`src/rtl/vx_decode_sched.sv`:
```
// Per-warp decoded-instruction queues feeding a round-robin issue selector.
// A stalled selection is held (locked) until it fires so the issue stage sees a stable offer.
module vx_decode_sched #(
   parameter int NUM_WARPS = 4,
   parameter int DEPTH     = 2,
   parameter int DATAW     = 64,
   localparam int WB       = (NUM_WARPS > 1) ? $clog2(NUM_WARPS) : 1
) (
   input  logic                 clk,
   input  logic                 reset,
   input  logic                 valid_in,
   input  logic [WB-1:0]        wid_in,
   input  logic [DATAW-1:0]     data_in,
   output logic                 ready_in,
   output logic                 valid_out,
   output logic [WB-1:0]        wid_out,
   output logic [DATAW-1:0]     data_out,
   input  logic                 ready_out,
   output logic [NUM_WARPS-1:0] empty_mask
);
   localparam int PW = $clog2(DEPTH);
   localparam int CW = $clog2(DEPTH + 1);

   logic [DATAW-1:0]     mem_q   [NUM_WARPS][DEPTH];
   logic [PW-1:0]        head_q  [NUM_WARPS];
   logic [PW-1:0]        head_d  [NUM_WARPS];
   logic [PW-1:0]        tail_q  [NUM_WARPS];
   logic [PW-1:0]        tail_d  [NUM_WARPS];
   logic [CW-1:0]        count_q [NUM_WARPS];
   logic [CW-1:0]        count_d [NUM_WARPS];
   logic [WB-1:0]        rrPtr_q, rrPtr_d;
   logic [WB-1:0]        lockWid_q, lockWid_d;
   logic                 lock_q, lock_d;
   logic [WB-1:0]        selWid;
   logic                 anyFound;
   logic                 push, fire;
   logic [NUM_WARPS-1:0] pushVec, popVec;

   always_comb begin
      for (int w = 0; w < NUM_WARPS; w++) begin
         empty_mask[w] = (count_q[w] == '0);
      end
      ready_in = (count_q[wid_in] != CW'(DEPTH));
      push     = valid_in & ready_in;
   end

   // Scan from rrPtr upward with wrap; a held lock overrides the scan.
   always_comb begin
      selWid   = rrPtr_q;
      anyFound = 1'b0;
      for (int i = 0; i < NUM_WARPS; i++) begin
         if (!anyFound && !empty_mask[rrPtr_q + WB'(i)]) begin
            selWid   = rrPtr_q + WB'(i);
            anyFound = 1'b1;
         end
      end
      if (lock_q) begin
         selWid = lockWid_q;
      end
      valid_out = lock_q | anyFound;
      wid_out   = selWid;
      data_out  = mem_q[selWid][head_q[selWid]];
      fire      = valid_out & ready_out;
   end

   always_comb begin
      for (int w = 0; w < NUM_WARPS; w++) begin
         pushVec[w] = push && (wid_in == WB'(w));
         popVec[w]  = fire && (selWid == WB'(w));
         head_d[w]  = popVec[w]  ? head_q[w] + PW'(1) : head_q[w];
         tail_d[w]  = pushVec[w] ? tail_q[w] + PW'(1) : tail_q[w];
         count_d[w] = count_q[w];
         if (pushVec[w] && !popVec[w]) begin
            count_d[w] = count_q[w] + CW'(1);
         end else if (!pushVec[w] && popVec[w]) begin
            count_d[w] = count_q[w] - CW'(1);
         end
      end
      rrPtr_d   = fire ? selWid + WB'(1) : rrPtr_q;
      lock_d    = lock_q;
      lockWid_d = lockWid_q;
      if (fire) begin
         lock_d = 1'b0;
      end else if (valid_out) begin
         lock_d    = 1'b1;
         lockWid_d = selWid;
      end
   end

   always_ff @(posedge clk) begin
      if (reset) begin
         head_q    <= '{default: '0};
         tail_q    <= '{default: '0};
         count_q   <= '{default: '0};
         rrPtr_q   <= '0;
         lock_q    <= 1'b0;
         lockWid_q <= '0;
      end else begin
         head_q    <= head_d;
         tail_q    <= tail_d;
         count_q   <= count_d;
         rrPtr_q   <= rrPtr_d;
         lock_q    <= lock_d;
         lockWid_q <= lockWid_d;
      end
   end

   // Payload storage needs no reset: pointers and counts define what is live.
   always_ff @(posedge clk) begin
      if (push && !reset) begin
         mem_q[wid_in][tail_q[wid_in]] <= data_in;
      end
   end
endmodule

```
`config.mk`:
```
export PLATFORM = sky130hd
export DESIGN_NAME = vx_decode_sched
export DESIGN_NICKNAME = d
export VERILOG_FILES = /design/src/rtl/vx_decode_sched.sv
export SDC_FILE = /design/constraint.sdc
export NUM_CORES = 1
export LEC_CHECK = 0
export ABC_AREA = 1
export CAP_MARGIN = 20
export CORE_ASPECT_RATIO = 0.7
export CORE_MARGIN = 2
export CORE_UTILIZATION = 59
export CTS_CLUSTER_DIAMETER = 80
export DETAILED_ROUTE_END_ITERATION = 7
export PLACE_DENSITY = 0.81
export SETUP_SLACK_MARGIN = 0.1
export SYNTH_ARGS = -nofsm -noshare
export SYNTH_HDL_FRONTEND = slang
export SYNTH_SLANG_ARGS = --single-unit
```
`constraint.sdc`:
```
create_clock -name clk -period 6.2 [get_ports clk]
set_input_delay 1.55 -clock clk [delete_from_list [all_inputs] [get_ports clk]]
set_output_delay 1.55 -clock clk [all_outputs]
set_load 0.05 [all_outputs]
```
==> impl_table.tex, run 1 <==
\begin{tabular}{lr}
\hline
Metric & Value \\
\hline
\multicolumn{2}{l}{\textbf{Outcome}} \\
Run status & finished clean \\
\multicolumn{2}{l}{\textbf{Routing}} \\
Number of antenna-violating nets in the routed design & 0 \\
Wire length per cell after detailed routing & 17.9 µm \\
Initial detailed-routing violation count & 1683 \\
Via density per instance & between 5 and 6 \\
Number of remaining DRC errors & 0 \\
Count of TritonRoute iterations in the first routing pass & 5 \\
Vias after detailed routing & approximately 15000 \\
Routed wire length & 50.7 mm \\
\multicolumn{2}{l}{\textbf{Logic synthesis}} \\
Netlist area before placement & 22500 µm² \\
Mean area per synthesized cell & 10.3 µm² \\
Register area share after synthesis & 70.3\% \\
Synth Net Count & 2264 \\
Number of enable flip-flop cells after synthesis & 512 \\
Most instantiated flip-flop cell in the synthesis netlist & edfxtp\_1 \\
Number of distinct library cells after synthesis & 26 \\
Cells after synthesis & 2190 \\
Seq cells post-synth & 533 \\
Yosys synthesis warning count & 0 \\
Async SR Flop Fraction & 0\% \\
\multicolumn{2}{l}{\textbf{Worst hold path}} \\
Class of the most critical hold timing path & reg -> reg \\
Number of instances on the worst hold path & 2 \\
Endpoint of the worst hold path & head\_q[3] \\
Start point of the worst min-delay path & head\_q[3] \\
\multicolumn{2}{l}{\textbf{Floorplanning}} \\
Chip Width & 237 µm \\
Die area & 39700 µm² \\
Core footprint & 37400 µm² \\
Standard-cell rows & 59 \\
Boundary pin count & approximately 140 \\
Starting Density & 60.1\% \\
Chip height & 167 µm \\
\multicolumn{2}{l}{\textbf{STA}} \\
Transition time of the tightest slew-check pin & 0.989 ns \\
Fraction of the cycle the final worst path needs & 92.6\% \\
Clock skew & 0.0152 ns \\
Setup repair after global routing missed its margin & no \\
Final number of setup-violating endpoints & 0 \\
Minimum clock period & 5.74 ns \\
Max frequency & 0.174 GHz \\
Normalized max-slew margin & 34.1\% \\
Count of final max-slew check failures & 0 \\
Final Hold Viols & 0 \\
\multicolumn{2}{l}{\textbf{Worst setup path}} \\
Crit path max-delay cell type & buf\_4 \\
Top delay family on crit path & simple AND/OR/NAND/NOR gates \\
Capturing point of the worst reg2reg path & count\_q[5] \\
Worst setup EP type & output port \\
Maximum fanout encountered on the critical timing path & 70 \\
Data arrival at the endpoint of the critical path & around 4.2 ns \\
Cells traversed along the worst timing path & inv\_2 > nand2\_1 > nand2\_1 > nand3\_2 > nand2\_2 > nor2\_4 > nand3\_2 > nand3\_1 > nand2\_2 > nand2\_4 > buf\_4 > buf\_6 > nand2\_1 > nand2\_1 > nand2\_1 > nand2\_1 > buf\_12 \\
Cell depth of the worst flop-to-flop path & 18 \\
Total buffers and inverters traversed by the critical path & 4 \\
Category of the worst setup path launch point & register \\
Maximum single-stage delay on the critical path & 0.57 ns \\
Type of the setup path with the least slack & reg -> out \\
Reg2Reg Launch Point & rrPtr\_q[0] \\
CP most frequent cell & nand2\_1 \\
Worst-case register-to-register setup slack & 2.44 ns \\
Data required time at the worst endpoint & 4.65 ns \\
\multicolumn{2}{l}{\textbf{Clock network}} \\
Hold bufs inserted after CTS & 0 \\
Number of buffers inserted to repair setup after CTS & 0 \\
Post-CTS sizing & 0 \\
CTS H-tree lvls & 2 \\
Number of clock sinks seen by CTS & 533 \\
Max Root-Sink Buffers & 3 \\
Clock slew at the register clock pins of the worst setup and hold paths & 0.06 ns \\
Library cell used as clock root buffer & clkbuf\_16 \\
Insertion delay of the later-clocked pin in the worst-skew pair & a little under 0.6 ns \\
Number of clock buffers inserted by TritonCTS & 48 \\
TritonCTS clock tree & done \\
\multicolumn{2}{l}{\textbf{Layout}} \\
Non-Filler Instances & 2835 \\
Share of the core filled with cells in the final layout & between 70\% and 80\% \\
Synthesis-to-finish area growth & 17.7\% \\
Most frequent standard cell in the layout excluding fill and tap cells & nand2\_1 \\
Share of post-route cells with drive strength above 1 & 7.51\% \\
Number of fill cells in the layout & 2522 \\
Final std cell area, no fill & 26400 µm² \\
Leading cell types in the layout, fill and taps excluded & 1409 x nand2\_1, 512 x edfxtp\_1, 77 x clkdlybuf4s50\_1 \\
Fin nets & 2380 \\
\multicolumn{2}{l}{\textbf{Global routing}} \\
GRT overflow & 0 \\
Vias in the first global route & 14964 \\
Initial antenna violation count & 5 \\
Wire length of the first global-routing pass & 79.0 mm \\
Largest net degree at the start of global routing & 120 \\
Tot GR Track Use & around 26\% \\
\multicolumn{2}{l}{\textbf{Placement}} \\
Global placement routability congestion & 0.845 \\
Area after detailed placement & 24900 µm² \\
Buffers added on ports & about 140 \\
Number of instances in the placed design & 2744 \\
Detailed-placement wirelength estimate & 27.2 mm \\
\multicolumn{2}{l}{\textbf{Flow run}} \\
Number of max-cap violations & 0 \\
\hline
\end{tabular}
[cell type report]
class / count / area, µm² / share of cell area [%]
Multi-Input combinational cell: 1519 / 5990 / 22.7
Inverter: 38 / 145 / 0.549
Timing Repair Buffer: 166 / 2380 / 8.99
Antenna cell: 4 / 10.0 / 0.0379
Clock buffer: 71 / 1340 / 5.07
Tap cell: 488 / 611 / 2.31
Clock inverter: 16 / 159 / 0.601
Sequential cell: 533 / 15800 / 59.8
[registers in the layout, summed over array words and instances, names as in the netlist]
register / count
count_q: 8
head_q: 4
lockWid_q: 2
lock_q: 1
mem_q: 512
rrPtr_q: 2
tail_q: 4
[cell families (layout without fill, tap and decap cells)]
logic type,Yosys count,after routing,share of synthesized area [%]
DFF,533,533,70.3
buffers and inverters,138,291,3.35
other,0,4,0
AOI/OAI and AO/OA,41,41,0.970
adders and majority gates,4,4,0.223
and+or+nand+nor,1471,1471,25.0
xor gates and xnor gates,3,3,0.117
[how the worst max path moves through the flow]
stage	to	cells past startpoint	from	slack, ns
floorplan	mem_q[0][0]	9	wid_in[0]	-0.07
global placement	data_out[60]	19	rrPtr_q[0]	1.02
detailed placement	data_out[32]	19	rrPtr_q[0]	0.81
CTS	data_out[32]	19	rrPtr_q[0]	0.21
global route	data_out[0]	17	rrPtr_q[0]	0.16
finish	data_out[37]	17	rrPtr_q[0]	0.46
[metrics by stage]
stage / hold slack, ns / setup WS (ns) / TNS (ns)
2_1_floorplan: 0.439 / -0.0653 / -33.41
3_3_place_gp: 0.450 / 1.02 / 0
3_5_place_dp: 0.453 / 0.815 / 0
4_1_cts: 0.463 / 0.209 / 0
5_1_grt: 0.479 / 0.159 / 0
6_report: 0.463 / 0.456 / 0
[cell usage after synthesis (4+ instances only)]
master    number  share of area, %
a21oi_1       19              0.42
buf_2         44              0.98
buf_4         44               1.5
clkbuf_1       8              0.13
dfxtp_1       21               1.9
edfxtp_1     512                68
ha_1           4              0.22
inv_1         34              0.57
inv_2          4             0.067
nand2_1     1410                24
nand2_2        4              0.11
nand3_1       17              0.38
nand3_2        5              0.22
nor2_1        29              0.48
o21ai_0       14              0.31
[layer usage]
metal	vias to the layer above	GRT usage, %	part of all wire (%)
met5	-	0	0.024
met4	2	8.12	2.1
met3	98	4.91	8.3
met2	665	42.6	49
met1	7178	34.6	41
li1	7338	-	-
[worst reg2reg max path, delay by kind of cell, from the launching register on]
family                   cells  cell delay [ns]
AO/OA/AOI/OAI                4             0.52
adder cells (fa/ha/maj)      1             0.32
buffers and inverters        2             0.25
flip-flops                   1             0.54
AND/OR/NAND/NOR             11             2.00
Power of run 1 is not shown: default switching activity piles up to over one toggle a cycle in this logic, so the estimate is an artifact.
==> run 2, diff against run 1 <==
- SETUP_SLACK_MARGIN: 0.1 -> not set
==> impl_table.tex, run 2 (synthesis gave the netlist of run 1 again) <==
\begin{tabular}{lr}
\hline
Metric & Value \\
\hline
\multicolumn{2}{l}{\textbf{Routing}} \\
Wire length per cell after detailed routing & 17.9 µm (about the same) \\
Number of remaining DRC errors & 0 (unchanged) \\
Number of antenna-violating nets in the routed design & 0 (unchanged) \\
Routed wire length & 50.7 mm (about the same) \\
Via density per instance & 5.40 (was 5.39) \\
Vias after detailed routing & 15299 (was 15281) \\
Initial detailed-routing violation count & 1684 (was 1683) \\
Count of TritonRoute iterations in the first routing pass & 5 (unchanged) \\
\multicolumn{2}{l}{\textbf{Outcome}} \\
Run status & finished clean (unchanged) \\
\multicolumn{2}{l}{\textbf{Global routing}} \\
GRT overflow & 0 (unchanged) \\
Largest net degree at the start of global routing & 120 (unchanged) \\
Wire length of the first global-routing pass & 79.0 mm (unchanged) \\
Vias in the first global route & 14964 (unchanged) \\
Initial antenna violation count & 5 (unchanged) \\
Tot GR Track Use & 25.6\% (unchanged) \\
\multicolumn{2}{l}{\textbf{STA}} \\
Count of final max-slew check failures & 0 (unchanged) \\
Clock skew & 0.0163 ns (was 0.0152 ns) \\
Setup tns final & 0 ns (unchanged) \\
Final Hold Viols & 0 (unchanged) \\
Max frequency & 0.171 GHz (was 0.174 GHz) \\
Transition time of the tightest slew-check pin & 0.986 ns (was 0.989 ns) \\
Normalized max-slew margin & 34.3\% (was 34.1\%) \\
Setup repair after global routing missed its margin & no (unchanged) \\
Fraction of the cycle the final worst path needs & 94.5\% (was 92.6\%) \\
Minimum clock period & 5.86 ns (was 5.74 ns) \\
Final number of setup-violating endpoints & 0 (unchanged) \\
\multicolumn{2}{l}{\textbf{Floorplanning}} \\
Chip Width & 237 µm (unchanged) \\
Chip height & 167 µm (unchanged) \\
Standard-cell rows & 59 (unchanged) \\
Starting Density & 60.1\% (unchanged) \\
Boundary pin count & 142 (unchanged) \\
Core footprint & 37400 µm² (unchanged) \\
Die area & 39700 µm² (unchanged) \\
\multicolumn{2}{l}{\textbf{Worst setup path}} \\
Cells traversed along the worst timing path & inv\_2 > nand2\_1 > nand2\_1 > nand3\_2 > nand2\_2 > nor2\_4 > nand2\_1 > nor2\_1 > nor2\_1 > nand2\_2 > nand2\_4 > inv\_4 > buf\_4 > buf\_6 > nand2\_1 > nand2\_1 > nand2\_1 > nand2\_1 > buf\_12 (was inv\_2 > nand2\_1 > nand2\_1 > nand3\_2 > nand2\_2 > nor2\_4 > nand3\_2 > nand3\_1 > nand2\_2 > nand2\_4 > buf\_4 > buf\_6 > nand2\_1 > nand2\_1 > nand2\_1 > nand2\_1 > buf\_12) \\
Data required time at the worst endpoint & 4.65 ns (about the same) \\
Worst setup EP type & output port (unchanged) \\
Category of the worst setup path launch point & register (unchanged) \\
Maximum single-stage delay on the critical path & 0.59 ns (was 0.57 ns) \\
Type of the setup path with the least slack & reg -> out (unchanged) \\
Maximum fanout encountered on the critical timing path & 66 (was 70) \\
Data arrival at the endpoint of the critical path & 4.31 ns (was 4.19 ns) \\
CP most frequent cell & nand2\_1 (unchanged) \\
Crit path max-delay cell type & buf\_4 (unchanged) \\
\multicolumn{2}{l}{\textbf{Placement}} \\
Area after detailed placement & 24900 µm² (unchanged) \\
Detailed-placement wirelength estimate & 27.2 mm (unchanged) \\
Buffers added on ports & 141 (unchanged) \\
Global placement routability congestion & 0.845 (unchanged) \\
Number of instances in the placed design & 2744 (unchanged) \\
\multicolumn{2}{l}{\textbf{Clock network}} \\
CTS H-tree lvls & 2 (unchanged) \\
Number of clock sinks seen by CTS & 533 (unchanged) \\
Clock slew at the register clock pins of the worst setup and hold paths & 0.06 ns (about the same) \\
Insertion delay of the later-clocked pin in the worst-skew pair & 0.58 ns (about the same) \\
Library cell used as clock root buffer & clkbuf\_16 (unchanged) \\
TritonCTS clock tree & done (unchanged) \\
Max Root-Sink Buffers & 3 (unchanged) \\
Number of clock buffers inserted by TritonCTS & 48 (unchanged) \\
\multicolumn{2}{l}{\textbf{Layout}} \\
Leading cell types in the layout, fill and taps excluded & 1409 x nand2\_1, 512 x edfxtp\_1, 77 x clkdlybuf4s50\_1 (unchanged) \\
Synthesis-to-finish area growth & 17.7\% (about the same) \\
Share of the core filled with cells in the final layout & 70.7\% (was 70.8\%) \\
Non-Filler Instances & 2835 (unchanged) \\
Fin nets & 2380 (unchanged) \\
Final std cell area, no fill & 26400 µm² (about the same) \\
Most frequent standard cell in the layout excluding fill and tap cells & nand2\_1 (unchanged) \\
Share of post-route cells with drive strength above 1 & 7.51\% (unchanged) \\
Number of fill cells in the layout & 2523 (was 2522) \\
Flip-flop count of the largest register, all copies and words added & 512 (unchanged) \\
\multicolumn{2}{l}{\textbf{Worst hold path}} \\
Class of the most critical hold timing path & reg -> reg (unchanged) \\
\multicolumn{2}{l}{\textbf{Flow run}} \\
Number of max-cap violations & 0 (unchanged) \\
\hline
\end{tabular}
-- run 2: worst paths after layout --
check / start / endpoint / slack, ns / cells after the start
max: rrPtr_q[0] / data_out[32] / 0.34 / 19
max reg2reg: rrPtr_q[0] / count_q[5] / 2.44 / 18
min reg2reg: head_q[3] / head_q[3] / 0.46 / 2
min: head_q[3] / head_q[3] / 0.46 / 2
-- run 2: metal layers --
| metal | share of wire [%] | routed length [µm] | up-vias | GRT usage, % |
|---|---|---|---|---|
| met5 | 0.024 | 12 | - | 0 |
| met4 | 2.1 | 1040 | 2 | 8.12 |
| met3 | 8.7 | 4400 | 96 | 4.91 |
| met2 | 49 | 24700 | 686 | 42.6 |
| met1 | 40 | 20500 | 7176 | 34.6 |
| li1 | - | - | 7339 | - |
-- run 2: final cells by class --
cell class | count | area, µm² | area share (%)
Inverter | 38 | 145 | 0.549
Sequential cell | 533 | 15800 | 59.8
Clock inverter | 16 | 159 | 0.601
Antenna cell | 4 | 10.0 | 0.0379
Tap cell | 488 | 611 | 2.31
Timing Repair Buffer | 166 | 2370 | 8.98
Clock buffer | 71 | 1340 | 5.07
Multi-Input combinational cell | 1519 | 5990 | 22.7
-- run 2: critical path: cells and delay by family, from the launching register on --
| family | cells | cell delay [ns] |
|---|---|---|
| simple gates | 14 | 1.58 |
| buf+inv | 5 | 1.56 |
| flops | 1 | 0.53 |
-- run 2: through the flow --
stage / hold WS [ns] / setup WS (ns)
after floorplan: 0.439 / -0.0653
after global placement: 0.450 / 1.02
after detailed placement: 0.453 / 0.815
after CTS: 0.463 / 0.209
after global routing: 0.479 / 0.0524
final: 0.462 / 0.339
-- run 2: timing repair --
action	in CTS	in global routing
resized for setup	0	2
setup buffers	0	0
hold buffers	0	0
setup endpoints to repair	0	34
Power of run 2 is left out for the same reason.
